### config.mk
export PLATFORM = sky130hd
export DESIGN_NAME = radix_4_otfc_v1
export DESIGN_NICKNAME = d
export VERILOG_FILES = /design/src/rtl/radix_4_otfc_v1.sv
export SDC_FILE = /design/constraint.sdc
export NUM_CORES = 1
export LEC_CHECK = 0
export ABC_AREA = 1
export BUFFER_PORTS_ARGS = -buffer_cell sky130_fd_sc_hd__buf_2
export CELL_PAD_IN_SITES_DETAIL_PLACEMENT = 1
export CELL_PAD_IN_SITES_GLOBAL_PLACEMENT = 1
export CORE_ASPECT_RATIO = 1.4
export CORE_MARGIN = 2
export CORE_UTILIZATION = 47
export CTS_CLUSTER_SIZE = 30
export DETAILED_ROUTE_END_ITERATION = 8
export PLACE_DENSITY = 0.84
export SYNTH_ARGS = -nofsm -noshare
export SYNTH_HDL_FRONTEND = slang
export SYNTH_SLANG_ARGS = --single-unit
### constraint.sdc
create_clock -name clk -period 4.35 [get_ports clk]
set_input_delay 0 -clock clk [delete_from_list [all_inputs] [get_ports clk]]
set_output_delay 0 -clock clk [all_outputs]
set_load 0.02 [all_outputs]
### src/rtl/radix_4_otfc_v1.sv
// radix_4_otfc_v1: on-the-fly quotient converter for a radix-4 SRT divider.
// Folds the one-hot digit stream {-2,-1,0,+1,+2} into the Q/QM register
// pair, applies the negative-remainder correction and hands the quotient
// out over a valid/ready handshake.
// Optional build macro RADIX_4_OTFC_SIGNED_EN adds quot_neg_i, which
// negates the corrected quotient (two's complement) when set at start.
module radix_4_otfc_v1 #(
    parameter int WIDTH             = 32,
    parameter int QUOT_ONEHOT_WIDTH = 5,
    parameter int ITER_W            = $clog2(WIDTH/2+1)
) (
    input  logic                         clk,
    input  logic                         rst_n,
    input  logic                         flush_i,
    input  logic                         start_valid_i,
    output logic                         start_ready_o,
    input  logic [ITER_W-1:0]            iter_num_i,
`ifdef RADIX_4_OTFC_SIGNED_EN
    input  logic                         quot_neg_i,
`endif
    input  logic                         quot_digit_valid_i,
    output logic                         quot_digit_ready_o,
    input  logic [QUOT_ONEHOT_WIDTH-1:0] quot_digit_i,
    input  logic                         rem_sign_valid_i,
    input  logic                         rem_is_neg_i,
    output logic                         finish_valid_o,
    input  logic                         finish_ready_i,
    output logic [WIDTH-1:0]             quot_o
);

    localparam logic [ITER_W-1:0] HALF_CNT = ITER_W'(WIDTH/2);

    typedef enum logic [1:0] {
        IDLE = 2'd0,
        ITER = 2'd1,
        CORR = 2'd2,
        DONE = 2'd3
    } state_t;

    state_t             r_state;
    state_t             w_state_next;
    logic [WIDTH-1:0]   r_q;
    logic [WIDTH-1:0]   r_qm;
    logic [ITER_W-1:0]  r_cnt;
    logic [WIDTH-1:0]   r_quot;
    logic [ITER_W-1:0]  w_cnt_init;
    logic [WIDTH-1:0]   w_q_sh;
    logic [WIDTH-1:0]   w_qm_sh;
    logic [WIDTH-1:0]   w_q_next;
    logic [WIDTH-1:0]   w_qm_next;
    logic [WIDTH-1:0]   w_sel;
    logic               w_digit_take;
`ifdef RADIX_4_OTFC_SIGNED_EN
    logic               r_quot_neg;
`endif

    assign w_cnt_init    = (iter_num_i > HALF_CNT) ? HALF_CNT : iter_num_i;
    assign w_q_sh        = {r_q[WIDTH-3:0], 2'b00};
    assign w_qm_sh       = {r_qm[WIDTH-3:0], 2'b00};
    assign w_digit_take  = (r_state == ITER) && quot_digit_valid_i;
    assign w_sel         = rem_is_neg_i ? r_qm : r_q;

    assign start_ready_o      = (r_state == IDLE);
    assign quot_digit_ready_o = (r_state == ITER);
    assign finish_valid_o     = (r_state == DONE);
    assign quot_o             = r_quot;

    // Digit decode: lowest set bit wins, an all-zero vector acts as digit 0
    always_comb begin
        w_q_next  = w_q_sh;
        w_qm_next = w_qm_sh | WIDTH'(3);
        if (quot_digit_i[0]) begin
            w_q_next  = w_qm_sh | WIDTH'(2);
            w_qm_next = w_qm_sh | WIDTH'(1);
        end else if (quot_digit_i[1]) begin
            w_q_next  = w_qm_sh | WIDTH'(3);
            w_qm_next = w_qm_sh | WIDTH'(2);
        end else if (quot_digit_i[2]) begin
            w_q_next  = w_q_sh;
            w_qm_next = w_qm_sh | WIDTH'(3);
        end else if (quot_digit_i[3]) begin
            w_q_next  = w_q_sh | WIDTH'(1);
            w_qm_next = w_q_sh;
        end else if (quot_digit_i[4]) begin
            w_q_next  = w_q_sh | WIDTH'(2);
            w_qm_next = w_q_sh | WIDTH'(1);
        end
    end

    // Next-state logic; flush overrides every other event
    always_comb begin
        w_state_next = r_state;
        case (r_state)
            IDLE: if (start_valid_i) w_state_next = (w_cnt_init == '0) ? CORR : ITER;
            ITER: if (quot_digit_valid_i && (r_cnt == ITER_W'(1))) w_state_next = CORR;
            CORR: if (rem_sign_valid_i) w_state_next = DONE;
            DONE: if (finish_ready_i) w_state_next = IDLE;
            default: w_state_next = IDLE;
        endcase
        if (flush_i) w_state_next = IDLE;
    end

    // State register
    always_ff @(posedge clk or negedge rst_n) begin
        if (!rst_n) r_state <= IDLE;
        else        r_state <= w_state_next;
    end

    // Q/QM accumulation, digit counter and corrected quotient capture
    always_ff @(posedge clk or negedge rst_n) begin
        if (!rst_n) begin
            r_q    <= '0;
            r_qm   <= '1;
            r_cnt  <= '0;
            r_quot <= '0;
`ifdef RADIX_4_OTFC_SIGNED_EN
            r_quot_neg <= 1'b0;
`endif
        end else if (!flush_i) begin
            if ((r_state == IDLE) && start_valid_i) begin
                r_q   <= '0;
                r_qm  <= '1;
                r_cnt <= w_cnt_init;
`ifdef RADIX_4_OTFC_SIGNED_EN
                r_quot_neg <= quot_neg_i;
`endif
            end
            if (w_digit_take) begin
                r_q   <= w_q_next;
                r_qm  <= w_qm_next;
                r_cnt <= r_cnt - ITER_W'(1);
            end
            if ((r_state == CORR) && rem_sign_valid_i) begin
`ifdef RADIX_4_OTFC_SIGNED_EN
                r_quot <= r_quot_neg ? (~w_sel + WIDTH'(1)) : w_sel;
`else
                r_quot <= w_sel;
`endif
            end
        end
    end

endmodule

* Word-level counts from Yosys, hierarchy flattened
Cells that the tools add are included.
** Word-level totals
- Bits of input ports :: 18
- Output and inout bits :: 35
- Register bits :: 103
** Operators by class
- Order comparisons :: 1
- Add/subtract/negate cells :: 1
- Equality and inequality tests :: 8
- Reductions and logical operators :: 10
- Bitwise operators :: 1
- Multiplexer cells :: 25
** Operator list (number)
- $mux 32 :: 12
- $mux 2 :: 9
- $mux 5 :: 3
- $pmux 2 s4 :: 1
- $ne 3x2->1 const B :: 2
- $ne 3x3->1 const B :: 2
- $eq 5x1->1 const B :: 1
- $gt 5x5->1 const B :: 1
- $logic_not 5->1 :: 1
- $sub 5x1->5 const B :: 1
- $eq 2x2->1 const B :: 2
- $logic_and 1x1->1 :: 4
- $reduce_and 2->1 :: 2
- $reduce_and 4->1 :: 1
- $eq 2x1->1 const B :: 1
- $logic_not 2->1 :: 1
- $reduce_bool 2->1 :: 1
- $not 1->1 :: 1

* Longest topological paths before layout
Gate-level depths: netlist of run 1.
- Word-level depth :: 7
- Depth in mapped cells :: 10
- Mapped depth without buffers :: 10

* Least setup slack after synthesis of run 1
No wires, ideal clock.
- Path type :: register to register
- Start point :: reg r_state[1]
- End point :: reg r_q[0]
- Period minus slack after synthesis :: 1685 ps
- Slack :: 2665 ps
- Data required time :: 4231 ps
- Setup time :: 119 ps
- Arrival time :: 1566 ps
- Path buffers :: 1
- Cell stages (with the launch flop) :: 10
- Path through :: dfrtp_1 -> inv_1 -> ha_1 -> nand2_1 -> nor2_4 -> inv_2 -> nand2_2 -> buf_4 -> nand2_1 -> o21a_1
** On the way
- Word-level cells in the longest chain between the ends :: 4
- Elaborated cells on any way between the ends :: 7
** Ends and longest elaborated chain
- start, declared :: line 40 : state_t r_state;
- start signal, assigned :: line 106 : else r_state <= w_state_next;
- $eq 2x1->1 (*)
- named net quot_digit_ready_o :: line 22 : output logic quot_digit_ready_o,
- $logic_and 1x1->1 (*) :: line 60 : assign w_digit_take = (r_state == ITER) && quot_digit_valid_i;
- $reduce_bool 2->1 (no line)
- $reduce_and 2->1 (no line)
- end signal, assigned :: line 129 : r_q <= w_q_next;
- end, declared :: line 42 : logic [WIDTH-1:0] r_q;
The timed path passes the listed nets; every way through them passes the cells marked *.
A chain may end at the register's enable or synchronous reset.

* Worst setup path after layout of run 1
- Start point :: reg r_state[1]
- End point :: reg r_q[0]
** On the way
- Word-level cells in the longest chain between the ends :: 4
- Elaborated cells on any way between the ends :: 7
** Ends and longest elaborated chain (line)
- $eq 2x1->1 or $logic_not 2->1 (tied branches) :: 60, 120
- $logic_and 1x1->1 (on tied branches) :: 60, 120
- $reduce_bool 2->1 (no line)
- $reduce_and 2->1 (no line)
Parallel ways exist; a longest one is shown, timed or not.

==> impl_metrics.py, run 1 <==
metrics = {
    "status": {
        "outcome": "finished clean",
    },
    "die": {
        "io_pins": 53,
        "core_mm2": 0.0107,
        "start_util_pct": 47.7,
        "rows": 45,
        "die_w_um": 92.0,
        "die_h_um": 127,
        "dieArea_mm2": 0.0117,
    },
    "timing": {
        "worst_pin_slew_ns": 1.14,
        "fmax_mhz": 381,
        "hold_viol": 0,
        "timing.final.crit_share_pct": 60.4,
        "skew_ns": 0.00685,
        "slew_headroom_pct": 23.7,
        "slew_violations": 0,
        "finalSetupViolCount": 0,
        "finalCriticalPeriod_ns": 2.63,
        "grt_setup_unrepaired": "no",
        "setup-tns-final_ns": 0,
    },
    "worst_hold_path": {
        "hold_path_class": "in -> reg",
        "hold_start": "quot_digit_i[1]",
    },
    "setup_path": {
        "cp-startpoint": "r_state[1]$_DFFE_PN0P_",
        "cp_data_required_time_ns": 4.58,
        "cp_cell_sequence": "inv_1, ha_1, nand2_1, nor2_4, buf_4, inv_2, nand2_2, buf_12, nand2_1, o21a_1",
        "endpoint_kind": "flip-flop",
        "r2r_slack_ns": 1.72,
        "critPathLaunchType": "flip-flop",
        "cp_common_cell": "nand2_1",
        "worstPathArrival_ns": 2.86,
        "slowest_delay_ns": 0.42,
        "slowest_stage": "dfrtp_1",
        "path_max_fanout": 53,
        "path_class": "reg -> reg",
        "worstReg2RegStart": "r_state[1]$_DFFE_PN0P_",
    },
    "synth": {
        "syn_area_mm2": 0.00510,
        "yosys-top-cells-area": "dfrtp_1 35%, dfstp_2 16%, nand2_1 8.8%",
        "synthCells": 649,
        "syn_nets": 673,
        "yosysSeqAreaShare_pct": 51.3,
        "synth_top_cell_by_area": "dfrtp_1",
        "avgSynthCellArea_um2": 7.86,
        "synth_top_area_share_pct": 34.8,
        "yosysWarnings": 0,
        "yosys.cell_types.count": 27,
        "synth-seq-cells": 103,
    },
    "cts": {
        "clk_pin_slew_worst_paths_ns": 0.07,
        "htreeDepth": 3,
        "clock-sinks": 103,
        "clock_path_buffers": 2,
        "cts-root-buf": "clkbuf_16",
        "cts_buffers": 9,
        "cts_hold_buffers": 3,
        "cts_setup_buffers": 0,
        "cts_tree": "built",
        "post_cts_resized": 0,
        "insertion_delay_ns": 0.34,
    },
    "layout": {
        "regArea_mm2": 0.00262,
        "multiInputGateArea_mm2": 0.00200,
        "layout_commonest_cell": "nand2_1",
        "fillers": 1341,
        "most-common-layout-cells": "120 x nand2_1, 80 x inv_1, 75 x nor2_1",
        "area_growth_pct": 13.4,
        "drive_above_1_share_pct": 16.5,
        "fin_util_pct": 54.1,
        "layout.nets": 708,
        "diodes": 0,
    },
    "placed_design": {
        "dp_hpwl_mm": 8.22,
        "portBuffers": 52,
        "routabilityCongestion": 0.812,
    },
    "drt": {
        "dr.pass1.iters": 4,
        "drt_iter0_drc": 203,
        "ant_nets": 0,
        "via_count": 4444,
        "drcViolationCount": 0,
        "routed_via_density": 5.35,
        "wl_per_cell_um": 15.8,
        "routed_wl_mm": 13.1,
    },
    "power_and_ir_drop": {
        "ir_drop_v": 0.000313,
        "power.density_mw_per_mm2": 678,
        "leakagePower_nw": 2.71,
    },
    "grt": {
        "track_usage_pct": 23.3,
        "grt_pass1_wl_mm": 22.2,
        "grt_pass1_vias": 4608,
        "grt_overflow": 0,
        "grt_max_degree": 65,
        "antenna_found_initial": 0,
    },
    "job": {
        "drv.max_cap_violation_count": 0,
    },
}
-- cells in the mapped netlist --
library cell,instances
xnor2_1,1
dfstp_2,32
o21ai_0,37
nand3b_1,2
o22ai_1,33
o21bai_1,1
a21oi_1,67
o21ai_1,36
nand3_1,37
nor2_1,76
nor3_1,1
inv_2,3
inv_1,80
o21a_1,1
nand2_1,120
dfrtp_1,71
o211ai_1,1
nor2_4,1
nand2_2,1
clkbuf_1,12
nand3_2,1
nor2_2,1
buf_2,20
buf_1,6
o31ai_1,1
buf_4,1
ha_1,6
-- layout make-up --
type	instances	share of cell area (%)
Sequential cell	103	45.2
Multi-Input combinational cell	424	34.6
Timing Repair Buffer	63	6.31
Inverter	83	5.38
Clock buffer	14	4.74
Tap cell	141	3.05
Clock inverter	2	0.649
-- final timing paths --
check	end	cells after the start
setup / recovery	r_q[0]$_DFFE_PN0P_	10
setup reg to reg	r_q[0]$_DFFE_PN0P_	10
hold reg to reg	quot_o[17]$_DFFE_PN0P_	2
min in group asynchronous	quot_o[25]$_DFFE_PN0P_	2
hold / removal	r_q[2]$_DFFE_PN0P_	3
max in group asynchronous	r_q[4]$_DFFE_PN0P_	3
-- routing by layer --
layer / up-vias / track usage, % / wire, um
li1: 2166 / - / -
met1: 2206 / 29.3 / 5720
met2: 61 / 41.7 / 6930
met3: 11 / 3.01 / 304
met4: 0 / 6.85 / 176
met5: - / 0 / 0
-- power by group --
group / internal [W] / switching [W]
Sequential: 0.00139 / 0.000247
Combinational: 0.000502 / 0.000934
Clock: 0.000495 / 0.000352
-- cell families (layout without fill, tap and decap cells) --
| logic type | after synthesis | in the layout | share of synthesized area [%] |
|---|---|---|---|
| AND/OR/NAND/NOR | 240 | 240 | 19.1 |
| AO/OA/AOI/OAI | 177 | 177 | 18.4 |
| buffers and inverters | 122 | 162 | 9.54 |
| flip-flops | 103 | 103 | 51.3 |
| adder cells (fa/ha/maj) | 6 | 6 | 1.47 |
| XOR/XNOR | 1 | 1 | 0.172 |
-- critical path: cells and delay by family (launching register included) --
family,cells,cell delay [ns]
adder cells (fa/ha/maj),1,0.22
AO/OA/AOI/OAI,1,0.11
buffers and inverters,4,0.85
flip-flops,1,0.42
AND/OR/NAND/NOR,4,0.88
-- per-stage QoR --
stage / setup WS (ns) / total power, W / cells / hold slack [ns] / cell area (um^2)
2_1_floorplan: 2.66 / 0.00263 / 649 / -0.296 / 5100
3_3_place_gp: 1.91 / 0.00299 / 811 / 0.0949 / 5440
3_5_place_dp: 1.76 / 0.00309 / 811 / 0.106 / 5440
4_1_cts: 1.72 / 0.00396 / 830 / 0.00385 / 5790
5_1_grt: 1.48 / 0.00421 / 830 / 0.0459 / 5790
6_report: 1.72 / 0.00392 / 830 / 0.00979 / 5790
-- state kept, by name, indices dropped and copies added, names as in the netlist --
signal and count:
quot_o 32, r_q 32, r_qm 32, r_cnt 5, r_state 2
Power figures use the tool's default switching activity.
==> inputs of run 2 (changes only) <==
- CORE_UTILIZATION: 47 -> 44
- PLACE_DENSITY: 0.84 -> 0.79
- clock period: 4.35 -> 2.54 ns (I/O delays scaled with it)
==> run 2 against run 1 <==
  * Via count is 0.97% higher
  * Sequential share of layout area down 0.15 points
  * Fmax increased by 40%
  * Setup slack got worse by 1.1 ns
  * Flip-flop and latch count did not move
  * Count of clock-buffer cells in the layout is 2 lower
  * Cell count increased by 0.84%
  * Register-to-register slack lost 1.1 ns
  * Critical path depth stayed put
  * Combinational power is 72% higher
  * Critical endpoint is now r_cnt[4]$_DFFE_PN0P_
  * Largest power group unchanged
==> impl_metrics.py, run 2 (synthesized netlist as in run 1, its figures left out) <==
metrics = {
    "timing": {
        "hold_viol": 0,
        "timing.final.crit_share_pct": 73.9,
        "slew_headroom_pct": 56.0,
        "fmax_mhz": 533,
        "worst_pin_slew_ns": 0.660,
        "setup-tns-final_ns": 0,
        "finalSetupViolCount": 0,
        "grt_setup_unrepaired": "no",
        "slew_violations": 0,
        "skew_ns": 0.00547,
        "finalCriticalPeriod_ns": 1.88,
    },
    "layout": {
        "fin_cells": 837,
        "diodes": 0,
        "area_growth_pct": 13.8,
        "fin_area_mm2": 0.00580,
        "fillers": 1412,
        "drive_above_1_share_pct": 16.9,
        "layout_commonest_cell": "nand2_1",
        "layout.nets": 712,
        "most-common-layout-cells": "120 x nand2_1, 80 x inv_1, 75 x nor2_1",
    },
    "setup_path": {
        "path_max_fanout": 34,
        "path_class": "reg -> reg",
        "rr_endpoint": "r_cnt[4]$_DFFE_PN0P_",
        "slowest_delay_ns": 0.42,
        "cp-startpoint": "r_state[1]$_DFFE_PN0P_",
        "cp_cell_sequence": "inv_1, ha_1, nand2_1, nor2_4, inv_2, nand2_2, buf_4, o21ai_1, nand2_1, o21ai_1",
        "cp_data_required_time_ns": 2.77,
        "cpLargestDelayFamily": "buffers and inverters",
        "r2r_cells": 10,
        "endpoint_kind": "flip-flop",
        "slowest_stage": "dfrtp_1",
        "r2r_slack_ns": 0.66,
        "critPathLaunchType": "flip-flop",
        "crit_cells": 10,
        "worstReg2RegStart": "r_state[1]$_DFFE_PN0P_",
        "worstPathArrival_ns": 2.10,
        "cp_num_buf_inv": 3,
        "crit_path_end": "r_cnt[4]$_DFFE_PN0P_",
    },
    "grt": {
        "grt_pass1_vias": 4777,
        "antenna_found_initial": 0,
        "grt_max_degree": 65,
        "track_usage_pct": 22.7,
        "grt_overflow": 0,
        "grt_pass1_wl_mm": 22.7,
    },
    "status": {
        "outcome": "finished clean",
    },
    "placed_design": {
        "portBuffers": 52,
        "dp_cells": 818,
        "dp_hpwl_mm": 8.35,
        "routabilityCongestion": 0.771,
        "placed_cell_area_mm2": 0.00549,
    },
    "die": {
        "io_pins": 53,
        "die_w_um": 95.0,
        "rows": 46,
        "core_mm2": 0.0113,
        "start_util_pct": 45.0,
        "dieArea_mm2": 0.0125,
        "die_h_um": 131,
    },
    "drt": {
        "wl_per_cell_um": 15.7,
        "ant_nets": 0,
        "routed_via_density": 5.36,
        "drt_iter0_drc": 168,
        "drcViolationCount": 0,
        "via_count": 4487,
        "routed_wl_mm": 13.2,
        "dr.pass1.iters": 4,
    },
    "power_and_ir_drop": {
        "leakagePower_nw": 2.72,
        "power_w": 0.00665,
        "power.density_mw_per_mm2": 1150,
        "ir_drop_v": 0.000448,
    },
    "cts": {
        "cts_buffers": 9,
        "cts_setup_buffers": 0,
        "cts-root-buf": "clkbuf_16",
        "clock_path_buffers": 2,
        "cts_tree": "built",
        "post_cts_resized": 0,
        "clock-sinks": 103,
        "insertion_delay_ns": 0.35,
        "clk_pin_slew_worst_paths_ns": 0.07,
        "htreeDepth": 3,
    },
    "worst_hold_path": {
        "hold_path_class": "in -> reg",
    },
    "job": {
        "drv.max_cap_violation_count": 0,
    },
}
[run 2: cell count changes in the layout (fill, tap and decap cells not counted)]
cell and delta:
buf_12 +1, buf_4 +3, clkbuf_1 +1, clkbuf_8 -3, clkinv_2 +2
[run 2: how the worst min path moves through the flow]
stage,end,cells after the start,from,slack [ns]
global placement,r_q[29]$_DFFE_PN0P_,1,rst_n,0.06
CTS,r_q[2]$_DFFE_PN0P_,3,quot_digit_i[1],0.004
detailed placement,r_q[29]$_DFFE_PN0P_,1,rst_n,0.07
finish,r_q[2]$_DFFE_PN0P_,3,quot_digit_i[1],0.02
global route,r_q[2]$_DFFE_PN0P_,3,quot_digit_i[1],0.02
floorplan,quot_o[0]$_DFFE_PN0P_,0,rst_n,-0.30
[run 2: report_power, final]
group | switching (W) | internal [W]
clock | 0.000605 | 0.000763
sequential | 0.000425 | 0.00239
combinational | 0.00159 | 0.000877
total | 0.00262 | 0.00403
[run 2: layout make-up]
class                   count  area (um^2)  area share, %
repair buffers             67          408           7.03
clock buffers              12          236           4.07
well taps                 144          180           3.10
flip-flops and latches    103         2620           45.1
multi-input cells         424         2000           34.5
inverters                  83          312           5.37
clock inverters             4         47.5          0.819
[run 2: worst register-to-register path: stages (launching register included)]
cell and delay, ns:
dfrtp_1 0.42, inv_1 0.10, ha_1 0.21, nand2_1 0.12, nor2_4 0.12, inv_2 0.05, nand2_2 0.08, buf_4 0.34
o21ai_1 0.17, nand2_1 0.09, o21ai_1 0.06
[run 2: what timing repair did]
action | 4_1_cts | 5_1_grt
endpoints found under the setup margin | 0 | 0
endpoints found under the hold margin | 35 | 0
hold buffers | 3 | 0
[run 2: per-layer routing]
metal  global-route usage [%]  up-vias  share of wire (%)
met5                        0        -                  0
met3                     3.10       18                2.0
met1                     28.9     2224                 43
met2                     38.9       63                 53
met4                     8.05        0                1.9
li1                         -     2182                  -
[run 2: through the flow]
step / utilization, % / setup WS, ns / hold slack [ns]
5_1_grt: 51.2 / 0.476 / 0.0159
3_3_place_gp: 48.4 / 0.775 / 0.0631
4_1_cts: 51.2 / 0.649 / 0.00448
6_report: 51.2 / 0.664 / 0.0170
2_1_floorplan: - / 0.855 / -0.296
3_5_place_dp: 48.4 / 0.654 / 0.0672
